--- src/rtl/pipe_ctrl_if.sv ---
// pipe_ctrl_if - bundle between the pipeline sequencer and the core.
//
// Signals:
//   stallreq_id_i / stallreq_ex_i : same-cycle stall requests from decode / execute
//   mc_start_i, mc_len_i          : multi-cycle op start and its total EX occupancy
//   flush_req_i, flush_pc_i       : flush request and redirect target
//   stall_o                       : per-stage stall vector {wb,mem,ex,id,if,pc}
//   flush_o, new_pc_o             : registered flush pulse and redirect PC
//   mc_busy_o, mc_done_o          : multi-cycle op in progress / committing
//   stall_cnt_o                   : saturating stalled-cycle count
//
// Modports: master = the core side driving requests, slave = pipe_ctrl.
interface pipe_ctrl_if #(
    parameter int CNT_W  = 6,
    parameter int PC_W   = 32,
    parameter int STAT_W = 32
);
    logic              stallreq_id_i;
    logic              stallreq_ex_i;
    logic              mc_start_i;
    logic [CNT_W-1:0]  mc_len_i;
    logic              flush_req_i;
    logic [PC_W-1:0]   flush_pc_i;
    logic [5:0]        stall_o;
    logic              flush_o;
    logic [PC_W-1:0]   new_pc_o;
    logic              mc_busy_o;
    logic              mc_done_o;
    logic [STAT_W-1:0] stall_cnt_o;

    modport master (
        output stallreq_id_i, stallreq_ex_i, mc_start_i, mc_len_i,
               flush_req_i, flush_pc_i,
        input  stall_o, flush_o, new_pc_o, mc_busy_o, mc_done_o, stall_cnt_o
    );

    modport slave (
        input  stallreq_id_i, stallreq_ex_i, mc_start_i, mc_len_i,
               flush_req_i, flush_pc_i,
        output stall_o, flush_o, new_pc_o, mc_busy_o, mc_done_o, stall_cnt_o
    );
endinterface

--- src/rtl/pipe_ctrl.sv ---
// pipe_ctrl - central sequencer for the 5-stage pipeline.
//
// Merges decode/execute stall requests, times multi-cycle execute ops with a
// down-counter, sequences flushes with a redirect PC and keeps a saturating
// count of stalled cycles.
//
// Ports:
//   clk : rising-edge clock
//   rst : synchronous active-high reset
//   bus : pipe_ctrl_if.slave (requests in, stall/flush/status out)
//
// stall_o and mc_done_o are combinational from state, counter and inputs;
// flush_o, new_pc_o and mc_busy_o are decoded from registered state only.
module pipe_ctrl #(
    parameter int CNT_W  = 6,
    parameter int PC_W   = 32,
    parameter int STAT_W = 32
) (
    input  logic       clk,
    input  logic       rst,
    pipe_ctrl_if.slave bus
);

    typedef enum logic [1:0] {
        ST_RUN     = 2'd0,
        ST_MC_BUSY = 2'd1,
        ST_FLUSH   = 2'd2
    } state_t;

    // pc, if, id, ex held for an execute-side stall; pc, if, id for load-use.
    localparam logic [5:0] STALL_EX = 6'b001111;
    localparam logic [5:0] STALL_ID = 6'b000111;

    state_t            state_q, state_d;
    logic [CNT_W-1:0]  cnt_q, cnt_d;
    logic [PC_W-1:0]   pc_q, pc_d;
    logic [STAT_W-1:0] stall_cnt_q, stall_cnt_d;

    logic [5:0] run_stall;
    logic [5:0] stall_v;
    logic       mc_done_v;

    always_comb begin
        state_d   = state_q;
        cnt_d     = cnt_q;
        pc_d      = pc_q;
        stall_v   = '0;
        mc_done_v = 1'b0;

        if (bus.stallreq_ex_i) begin
            run_stall = STALL_EX;
        end else if (bus.stallreq_id_i) begin
            run_stall = STALL_ID;
        end else begin
            run_stall = '0;
        end

        if (bus.flush_req_i) begin
            // Flush wins over everything: abort any multi-cycle op and
            // (re)latch the redirect target.
            pc_d    = bus.flush_pc_i;
            cnt_d   = '0;
            state_d = ST_FLUSH;
        end else begin
            case (state_q)
                ST_RUN: begin
                    if (bus.mc_start_i && (bus.mc_len_i >= CNT_W'(2))) begin
                        stall_v = STALL_EX;
                        cnt_d   = bus.mc_len_i - CNT_W'(1);
                        state_d = ST_MC_BUSY;
                    end else begin
                        // Lengths 0 and 1 complete in the start cycle.
                        stall_v   = run_stall;
                        mc_done_v = bus.mc_start_i;
                    end
                end
                ST_MC_BUSY: begin
                    if (cnt_q > CNT_W'(1)) begin
                        stall_v = STALL_EX;
                        cnt_d   = cnt_q - CNT_W'(1);
                    end else begin
                        // Final cycle: result commits and EX is free again,
                        // so ordinary stall requests apply.
                        mc_done_v = (cnt_q == CNT_W'(1));
                        stall_v   = run_stall;
                        cnt_d     = '0;
                        state_d   = ST_RUN;
                    end
                end
                ST_FLUSH: begin
                    state_d = ST_RUN;
                end
                default: begin
                    cnt_d   = '0;
                    state_d = ST_RUN;
                end
            endcase
        end

        if (rst) begin
            stall_v   = '0;
            mc_done_v = 1'b0;
        end

        if ((stall_v != 6'd0) && !(&stall_cnt_q)) begin
            stall_cnt_d = stall_cnt_q + STAT_W'(1);
        end else begin
            stall_cnt_d = stall_cnt_q;
        end
    end

    always_ff @(posedge clk) begin
        if (rst) begin
            state_q     <= ST_RUN;
            cnt_q       <= '0;
            pc_q        <= '0;
            stall_cnt_q <= '0;
        end else begin
            state_q     <= state_d;
            cnt_q       <= cnt_d;
            pc_q        <= pc_d;
            stall_cnt_q <= stall_cnt_d;
        end
    end

    assign bus.stall_o     = stall_v;
    assign bus.mc_done_o   = mc_done_v;
    assign bus.flush_o     = (state_q == ST_FLUSH);
    assign bus.mc_busy_o   = (state_q == ST_MC_BUSY);
    assign bus.new_pc_o    = pc_q;
    assign bus.stall_cnt_o = stall_cnt_q;

endmodule

--- src/flat_wrapper.sv ---
// flat-port wrapper written by rule: the top's interface ports become plain ports
module pipe_ctrl_flat 
#(
    parameter int CNT_W  = 6,
    parameter int PC_W   = 32,
    parameter int STAT_W = 32
)
  (clk, rst, bus_stallreq_id_i, bus_stallreq_ex_i, bus_mc_start_i, bus_mc_len_i, bus_flush_req_i, bus_flush_pc_i, bus_stall_o, bus_flush_o, bus_new_pc_o, bus_mc_busy_o, bus_mc_done_o, bus_stall_cnt_o);
  pipe_ctrl_if #(.CNT_W(CNT_W), .PC_W(PC_W), .STAT_W(STAT_W)) bus_i ();
  input  logic clk;
  input  logic rst;
  input wire logic [$bits(bus_i.stallreq_id_i)-1:0] bus_stallreq_id_i;
  input wire logic [$bits(bus_i.stallreq_ex_i)-1:0] bus_stallreq_ex_i;
  input wire logic [$bits(bus_i.mc_start_i)-1:0] bus_mc_start_i;
  input wire logic [$bits(bus_i.mc_len_i)-1:0] bus_mc_len_i;
  input wire logic [$bits(bus_i.flush_req_i)-1:0] bus_flush_req_i;
  input wire logic [$bits(bus_i.flush_pc_i)-1:0] bus_flush_pc_i;
  output wire logic [$bits(bus_i.stall_o)-1:0] bus_stall_o;
  output wire logic [$bits(bus_i.flush_o)-1:0] bus_flush_o;
  output wire logic [$bits(bus_i.new_pc_o)-1:0] bus_new_pc_o;
  output wire logic [$bits(bus_i.mc_busy_o)-1:0] bus_mc_busy_o;
  output wire logic [$bits(bus_i.mc_done_o)-1:0] bus_mc_done_o;
  output wire logic [$bits(bus_i.stall_cnt_o)-1:0] bus_stall_cnt_o;
  assign bus_i.stallreq_id_i = bus_stallreq_id_i;
  assign bus_i.stallreq_ex_i = bus_stallreq_ex_i;
  assign bus_i.mc_start_i = bus_mc_start_i;
  assign bus_i.mc_len_i = bus_mc_len_i;
  assign bus_i.flush_req_i = bus_flush_req_i;
  assign bus_i.flush_pc_i = bus_flush_pc_i;
  assign bus_stall_o = bus_i.stall_o;
  assign bus_flush_o = bus_i.flush_o;
  assign bus_new_pc_o = bus_i.new_pc_o;
  assign bus_mc_busy_o = bus_i.mc_busy_o;
  assign bus_mc_done_o = bus_i.mc_done_o;
  assign bus_stall_cnt_o = bus_i.stall_cnt_o;
  pipe_ctrl #(.CNT_W(CNT_W), .PC_W(PC_W), .STAT_W(STAT_W)) u_core (.clk(clk), .rst(rst), .bus(bus_i));
endmodule
--- config.mk ---
export PLATFORM = sky130hd
export DESIGN_NAME = pipe_ctrl_flat
export DESIGN_NICKNAME = d
export VERILOG_FILES = /design/src/rtl/pipe_ctrl_if.sv /design/src/rtl/pipe_ctrl.sv /design/src/flat_wrapper.sv
export SDC_FILE = /design/constraint.sdc
export NUM_CORES = 1
export LEC_CHECK = 0
export CORE_ASPECT_RATIO = 1.1
export CORE_MARGIN = 3
export CORE_UTILIZATION = 46
export CTS_CLUSTER_DIAMETER = 30
export CTS_CLUSTER_SIZE = 16
export DETAILED_ROUTE_END_ITERATION = 16
export GPL_ROUTABILITY_DRIVEN = 0
export PLACE_DENSITY = 0.79
export RECOVER_POWER = 50
export SLEW_MARGIN = 20
export SYNTH_ARGS = -nofsm -noshare
export SYNTH_HDL_FRONTEND = slang
export SYNTH_SLANG_ARGS = --single-unit
--- constraint.sdc ---
create_clock -name clk -period 3.3 [get_ports clk]
set_clock_uncertainty 0.2 [all_clocks]
set_input_delay 0.66 -clock clk [delete_from_list [all_inputs] [get_ports clk]]
set_output_delay 0.66 -clock clk [all_outputs]
set_load 0.05 [all_outputs]
==> metrics.txt, run 1 <==
Hold Crit Start u_core.bus.new_pc_o[23]; Crit Path Class primary input to primary output; Syn. warnings 0; die area 8860 um^2; post-DP HPWL 6.752 mm; WP data arrival ~2.4 ns; final max-slew violation count 34; status finished, violations left; worst r2r dst u_core.bus.stall_cnt_o[2]; area grow syn2layout 43.61%; vias per inst around 5.4; fmax about 310 MHz; Final Hold Viols 0; Root Driver clkbuf_8; DRC errors left 0; Design Area, Final ~5100 um^2; hold endpoint u_core.bus.new_pc_o[23]; commonest non-fill, non-tap cells in the layout dfxtp_1 (72), clkdlybuf4s50_1 (68), nor2_1 (56); vias in the first global route about 3400; Vert. Die Dim 98.43 um; DR pass1 iterations 5; Slowest-stage cell, CP or4_4; clock sinks approximately 70; Cell Chain, Critical Path buf_2 -> ha_4 -> or4_4 -> o211a_4 -> nor3_4 -> clkinvlp_4 -> buf_6; worst r2r path cells 9; commonest non-fill, non-tap cell in the layout dfxtp_1; largest net degree at the start of global routing 60; sequential share of the synthesized area 40.35%; Area after DPL between 4000 and 5000 um^2; Core ar. 7515 um^2; failing checks capacitance limit, slew limit; Final Util 68.27%; Critical Path RT 2.44 ns; Clock Tree Buf Depth 2; final setup TNS 0 ns; hold depth 2; post-layout min period around 3.3 ns; hold_buf cts 0; DIE WIDTH between 90 and 100 um; Max Cap Violations 1; initial antenna violation count 0; cell leakage power about 2.0 nW; Max stage delay on crit path around 0.54 ns; wire length on met2 between 4 and 5 mm; RR Startpoint u_core.cnt_q[2]; Diodes inserted 0; CTS buffer count 9; met1 wire length approximately 3.6 mm; placed insts slightly above 600; first-pass GRT wire length 15.66 mm; power per cell area 373.5 nW/um^2; Rel. slew slack -48.44%; CP endpoint kind primary output; wire length per cell between 10 and 15 um; clock slew at reported path FFs around 0.070 ns; row count 33; final non-filler cell total approximately 640; Mapped Cells approximately 400; synthesized area approximately 3600 um^2; r2r setup slk between 0.6 and 0.7 ns; startpoint types primary input; Post-DRT Antenna Nets 0; CTS tree built; ratio of cells with drive above 1 in the final layout a little over an eighth; CTS H-tree lvls 3; final worst path period share 98.80%; Distinct cells, synth 52; Setup Viol. Count Final 0; synthesized flop and latch total slightly above 70; Top Layer Used met4; vias post-DR 3441; Worst-Margin Slew approximately 2.2 ns; Clk Latency, worst-skew pair approximately 0.34 ns; metal3 WL 806 um; Routed WL around 9.1 mm; critical path fanouts, max 4; number of I/O pins about 120; Avg Inst Size Synth 8.908 um^2; GRT Util Overall between 20% and 30%; Hold Crit Class flop to flop; Starting Density approximately 48%; worst vdd ir roughly 350 uV; initial DRC count between 100 and 150; Overflow after GRT 0; Layout Nets approximately 570; Port Buffers ~110
-- area by class of cell --
cell class              instances  area, um^2
clock buffers                  11       151.4
well taps                     105       131.4
multi-input cells             289        1957
fillers                       612        2385
flip-flops and latches         72        1441
inverters                      13       65.06
repair buffers                140        1353
clock inverters                 5       31.28
-- worst max-delay path: cells and delay by family --
kind	cells	cell delay, ns
buffers and inverters	3	0.52
adder cells (fa/ha/maj)	1	0.15
AO/OA/AOI/OAI	1	0.27
AND/OR/NAND/NOR	2	0.80
-- worst max path at each step --
stage                    startpoint        endpoint  slack, ns  cells after the start
global placement    bus_mc_len_i[0]  bus_stall_o[3]      -0.45                      8
detailed placement  bus_mc_len_i[0]  bus_stall_o[3]      -0.46                      8
floorplan           bus_mc_len_i[0]  bus_stall_o[1]      -0.02                      8
CTS                 bus_mc_len_i[1]  bus_stall_o[2]       0.02                      7
finish              bus_mc_len_i[1]  bus_stall_o[2]       0.04                      7
global route        bus_mc_len_i[0]  bus_stall_o[2]    -0.0003                      8
-- per-stage QoR --
stage / setup slack, ns / hold WS (ns) / power, W
after CTS: 0.01732 / 0.2977 / 0.001943
after detailed placement: -0.4632 / 0.2844 / 0.001299
after floorplan: -0.01752 / 0.2543 / 0.001164
final: 0.03945 / 0.2898 / 0.001916
after global placement: -0.4495 / 0.2713 / 0.001293
after global routing: -0.0003144 / 0.3287 / 0.001994
-- cells by family (layout without fill, tap and decap cells) --
group	count (synthesis)	after routing	share of synthesized area [%]
and+or+nand+nor	163	163	24.62
AOI/OAI and AO/OA	74	74	14.12
DFF	72	72	40.35
muxes	41	41	12.05
buffers and inverters	41	169	6.024
adders and majority gates	5	5	1.751
xor gates and xnor gates	4	4	0.9809
other	1	2	0.1050
-- layer usage --
metal | track usage (%) | vias up
li1 | - | 1720
met1 | 24.44 | 1598
met2 | 35.57 | 110
met3 | 7.939 | 13
met4 | 8.834 | 0
met5 | 0 | -
-- synth_stat cells, drive strengths merged --
master	count	share of area, %
ha	5	1.8
nor2b	8	1.4
and3	3	0.53
inv	13	1.4
o311ai	1	0.25
nand3	16	2.2
nor3b	3	0.63
nor4b	1	0.25
o32a	1	0.28
xnor2	3	0.74
o21a	3	0.63
mux2	7	2.5
o211a	2	0.77
clkbuf	4	0.42
o31ai	16	3.7
a31o	2	0.49
o31a	3	0.74
nor2	57	6.0
or4b	1	0.28
mux2i	34	9.5
and2	3	0.53
xor2	1	0.25
or2	5	0.88
a31oi	1	0.18
o22ai	3	0.53
conb	1	0.10
nor4	11	2.1
or3	5	0.88
o21ai	11	1.5
o32ai	1	0.25
a21oi	24	3.4
o41ai	3	0.74
or4	19	4.1
nand4	11	1.9
dfxtp	72	40
a22oi	3	0.63
nand2	15	1.6
nor3	5	1.3
buf	24	4.2
-- sequential cells by signal, indices dropped and copies added, names as in the netlist --
name                    flops
u_core.bus.new_pc_o        32
u_core.bus.stall_cnt_o     32
u_core.cnt_q                6
u_core.state_q              2
-- repair_timing --
item	in CTS	in global routing
setup buffers	2	1
endpoints found under the setup margin	5	3
pin swaps	3	1
resized for setup	23	0
-- where the power goes --
group | switching [W] | internal [W] | total, W
combinational | 0.000215 | 0.000153 | 0.000368
sequential | 0.0000179 | 0.000897 | 0.000915
clock | 0.000322 | 0.000311 | 0.000633
total | 0.000555 | 0.00136 | 0.00192
Note: power is estimated with default switching activity, not from simulation.
==> inputs of run 2 (changes only) <==
==> constraint.sdc (replaced) <==
create_clock -name clk -period 3.3 [get_ports clk]
set_clock_uncertainty 0.2 [all_clocks]
set_input_delay 0.33 -clock clk [delete_from_list [all_inputs] [get_ports clk]]
set_output_delay 0.33 -clock clk [all_outputs]
set_load 0.05 [all_outputs]
==> metrics.txt, run 2 (synthesized netlist as in run 1, its figures left out) <==
Routed WL 9.216 mm (+1.2%); Diodes inserted 0 (unchanged); wire length per cell 14.94 um (+4.2%); die area 8860 um^2 (unchanged); CP endpoint kind primary output; vias per inst 5.590 (+3.2%); CTS tree built; Root Driver clkbuf_8; Post-DRT Antenna Nets 0 (unchanged); Critical Path RT 2.77 ns (+0.33 ns); final max-slew violation count 0 (-100%); placed insts 600 (-2.6%); Vert. Die Dim 98.43 um (unchanged); DRC errors left 0 (unchanged); final non-filler cell total 617 (-2.8%); DR pass1 iterations 5 (unchanged); first-pass GRT wire length 15.48 mm (-1.1%); Worst-Margin Slew 1.329 ns (-0.8977 ns); DIE WIDTH 90.02 um (unchanged); worst vdd ir 330.1 uV (-5.8%); cell leakage power 1.924 nW (-3.4%); ratio of cells with drive above 1 in the final layout 9.766% (-3.8 points); worst r2r path cells 6 (-3); Rel. slew slack 11.40% (+60 points); RSZ-0062 raised after global routing false; initial antenna violation count 0 (unchanged); power per cell area 408.5 nW/um^2 (+9.4%); clock sinks 72 (unchanged); critical path fanouts, max 3 (-1); Final Util 66.32% (-1.9 points); Clock Tree Buf Depth 2 (unchanged); initial DRC count 266 (+100%); largest net degree at the start of global routing 68 (+13%); RR Startpoint u_core.bus.stall_cnt_o[0]; Clock power frac 38.1% (+5.0 points); vias in the first global route 3348 (-0.42%); Final Hold Viols 0 (unchanged); startpoint types primary input; WP data arrival 2.69 ns (+0.29 ns); Comb power frac 17.0% (-2.2 points); r2r setup slk 0.65 ns (about the same); CTS H-tree lvls 3 (unchanged); commonest non-fill, non-tap cell in the layout dfxtp_1; final worst path period share 97.49% (-1.3 points); switching portion of total power 28.38% (-0.61 points); CTS buffer count 9 (unchanged); vias post-DR 3449 (+0.23%); Crit Path Class primary input to primary output; GRT Util Overall 20.85% (-0.36 points); Reg power frac 44.9% (-2.8 points); post-layout min period 3.217 ns (-0.04354 ns); Clk Latency, worst-skew pair 0.35 ns (about the same); FILL cells 616 (+0.65%); clock slew at reported path FFs 0.07 ns (about the same); hold depth 2 (unchanged); area grow syn2layout 39.51%; Port Buffers 114 (unchanged); row count 33 (unchanged); multi-input logic area 1929 um^2 (-1.4%); Setup Viol. Count Final 0 (unchanged); hold_buf cts 0 (unchanged); Max Cap Violations 0 (-1); net switching power of the design 0.0005777 W (+4.0%); number of I/O pins 117 (unchanged); internal cell power 0.001458 W (+7.2%); fmax 310.8 MHz (+1.4%); post-DP HPWL 6.564 mm (-2.8%); status completed; Design Area, Final 4984 um^2 (-2.9%); register area 1441 um^2 (unchanged); Core ar. 7515 um^2 (unchanged); Starting Density 47.54% (unchanged); Hold Crit Class flop to flop; Overflow after GRT 0 (unchanged); hold endpoint u_core.bus.new_pc_o[17]; worst r2r dst u_core.bus.stall_cnt_o[23]; Area after DPL 4750 um^2 (-3.1%); final setup TNS 0 ns (unchanged); commonest non-fill, non-tap cells in the layout dfxtp_1 (72), clkdlybuf4s50_1 (69), nor2_1 (56); Hold Crit Start u_core.bus.new_pc_o[17]; Layout Nets 556 (-3.1%)
[run 2: cell count changes in the layout (fill, tap and decap cells not counted), sizes merged]
cell and change:
dlygate4sd2 -3, dlygate4sd3 +4, buf -20, inv +1, clkinvlp +1, clkbuf -2
bufinv +2, clkdlybuf4s50 +1, clkinv -2
[run 2: layout make-up]
cell class | count | share of cell area (%)
clock buffers | 9 | 2.486
repair buffers | 122 | 24.33
well taps | 105 | 2.636
clock inverters | 7 | 1.933
flip-flops and latches | 72 | 28.92
multi-input cells | 289 | 38.71
inverters | 13 | 0.9792
[run 2: routing by layer]
metal	up-vias	global-route usage (%)	routed length [um]
li1	1674	-	-
met1	1608	25.35	3912
met2	153	33.28	4273
met3	14	9.389	904
met4	0	6.478	125
met5	-	0	0
[run 2: worst max-delay path by stage]
stage / from / endpoint / cells past startpoint
CTS: bus_mc_len_i[0] / bus_stall_o[3] / 8
detailed placement: bus_mc_len_i[0] / bus_stall_o[3] / 8
global placement: bus_mc_len_i[0] / bus_stall_o[3] / 8
global route: bus_mc_len_i[0] / bus_stall_o[3] / 8
finish: bus_mc_len_i[0] / bus_stall_o[3] / 8
floorplan: u_core.state_q[0] / bus_stall_o[1] / 6
[run 2: worst max-delay path, cell delays in order]
cell and delay, ns:
clkdlybuf4s50_1 0.50, inv_1 0.08, ha_1 0.20, or4_1 0.58
o211a_4 0.29, or2_2 0.31, a31o_2 0.22, buf_4 0.18
[run 2: what timing repair did]
item | 4_1_cts | 5_1_grt
endpoints found under the hold margin | 0 | 0
buffers inserted | 0 | 1
gates resized for setup | 0 | 2
setup endpoints to repair | 0 | 5
[run 2: power groups by stage]
stage          logic (W)  clock network (W)  registers [W]
2_1_floorplan   0.000139                  0        0.00102
3_3_place_gp    0.000347                  0       0.000934
3_5_place_dp    0.000351                  0       0.000935
4_1_cts         0.000352           0.000786       0.000915
5_1_grt         0.000368           0.000823       0.000919
6_report        0.000346           0.000776       0.000915
[run 2: per-stage QoR]
stage / hold slack, ns / total power [W] / setup WS (ns)
2_1_floorplan: 0.2543 / 0.001157 / 0.3075
3_3_place_gp: 0.2708 / 0.001281 / 0.1307
3_5_place_dp: 0.2849 / 0.001285 / 0.07655
4_1_cts: 0.2989 / 0.002054 / 0.05817
5_1_grt: 0.3263 / 0.002110 / 0.01448
6_report: 0.2877 / 0.002036 / 0.08299
==> inputs of run 3 (changes only) <==
CORE_MARGIN = default   (was 3)
==> metrics.txt, run 3 (synthesized netlist as in run 1, its figures left out) <==
CP endpoint kind primary output; fmax 314.1 MHz (+1.1%); WP data arrival 2.65 ns (-0.04 ns); initial DRC count 126 (-53%); post-layout min period 3.183 ns (-0.03358 ns); Critical Path RT 2.77 ns (about the same); vias per inst 5.498 (-1.6%); final setup TNS 0 ns (unchanged); DIE WIDTH 86.02 um (-4.4%); area grow syn2layout 38.49%; post-DP HPWL 6.587 mm (+0.36%); number of I/O pins 117 (unchanged); ratio of cells with drive above 1 in the final layout 9.393% (-0.37 points); final worst path period share 96.47% (-1.0 points); worst vdd ir 262.7 uV (-20%); clock sinks 72 (unchanged); startpoint types primary input; Clock Tree Buf Depth 2 (unchanged); Worst-Margin Slew 2.228 ns (+0.8992 ns); Clk Latency, worst-skew pair 0.35 ns (about the same); CTS buffer count 9 (unchanged); Setup Viol. Count Final 0 (unchanged); Cell Chain, Critical Path clkdlybuf4s50_1 -> inv_1 -> ha_1 -> or4_1 -> o211a_4 -> or2_2 -> a31o_2 -> buf_4; Max stage delay on crit path 0.58 ns (about the same); CTS tree built; hold depth 3 (+1); Rel. slew slack -48.54% (-60 points); Final Hold Viols 0 (unchanged); power per cell area 400.1 nW/um^2 (-2.1%); failing checks capacitance limit, slew limit; final max-slew violation count 34 (+34); CTS H-tree lvls 3 (unchanged); DRC errors left 0 (unchanged); worst r2r path cells 6 (unchanged); DR pass1 iterations 4 (-1); largest net degree at the start of global routing 45 (-34%); cts repair resizes 0 (unchanged); first-pass GRT wire length 14.79 mm (-4.5%); wire length per cell 14.87 um (-0.46%); Post-DRT Antenna Nets 0 (unchanged); commonest non-fill, non-tap cell in the layout dfxtp_1; row count 33 (unchanged); GRT Util Overall 23.08% (+2.2 points); Root Driver clkbuf_8; Diodes inserted 0 (unchanged); initial antenna violation count 0 (unchanged); Max Cap Violations 1 (+1); Overflow after GRT 0 (unchanged); Starting Density 47.80% (+0.26 points); Vert. Die Dim 94.43 um (-4.1%); Crit Path Class primary input to primary output; cell leakage power 1.907 nW (-0.89%); Slowest-stage cell, CP or4_1; vias post-DR 3387 (-1.8%); Layout Nets 555 (-0.18%); commonest non-fill, non-tap cells in the layout dfxtp_1 (72), clkdlybuf4s50_1 (69), nor2_1 (56); hold_buf cts 0 (unchanged); Post-CTS Setup Inserts 0 (unchanged); status finished, violations left; critical path fanouts, max 3 (unchanged); total power 0.001979 W (-2.8%); Core ar. 7473 um^2 (-0.55%); die area 8122 um^2 (-8.3%); RSZ-0062 raised after global routing false; vias in the first global route 3258 (-2.7%); Port Buffers 114 (unchanged); Hold Crit Class primary input to flop; clock slew at reported path FFs 0.08 ns (about the same); Routed WL 9.159 mm (-0.62%)
[run 3: stage by stage]
stage	hold WS [ns]	cell area [um^2]	utilization [%]	worst slack, ns	instances
after floorplan	0.2543	3576	-	0.3075	402
after global placement	0.2709	4737	63.39	0.1314	600
after detailed placement	0.2825	4737	63.39	0.07659	600
after CTS	0.2436	4942	66.13	0.07670	616
after global routing	0.2700	4947	66.20	0.01277	616
final	0.2692	4947	66.20	0.1166	616
[run 3: cell type report]
type	count	area (um^2)
fillers	652	2526
well taps	105	131.4
inverters	13	48.80
clock buffers	10	137.6
multi-input cells	289	1929
flip-flops and latches	72	1441
clock inverters	6	67.56
repair buffers	121	1191
[run 3: report_power, final]
group / switching [W] / internal (W) / total (W)
Combinational: 0.000209 / 0.000139 / 0.000348
Clock: 0.000345 / 0.000372 / 0.000717
Sequential: 0.0000182 / 0.000896 / 0.000915
[run 3: final timing paths]
check | from | end | slack [ns]
max | bus_mc_len_i[0] | bus_stall_o[3] | 0.12
min | rst | u_core.bus.stall_cnt_o[20] | 0.27
max reg2reg | u_core.bus.stall_cnt_o[0] | u_core.bus.stall_cnt_o[23] | 0.54
min reg2reg | u_core.bus.new_pc_o[6] | u_core.bus.new_pc_o[6] | 0.29
[run 3: routing by layer]
| metal | wire length (um) | part of all wire (%) | global-route usage [%] |
|---|---|---|---|
| met1 | 3875 | 42 | 26.36 |
| met2 | 4388 | 48 | 38.69 |
| met3 | 728 | 7.9 | 8.129 |
| met4 | 167 | 1.8 | 10.56 |
| met5 | 0 | 0 | 0 |
[run 3: worst max-delay path, delay by kind of cell]
kind	cells	cell delay [ns]
simple gates	2	0.89
compound gates	2	0.50
fa+ha+maj	1	0.19
buf+inv	3	0.75
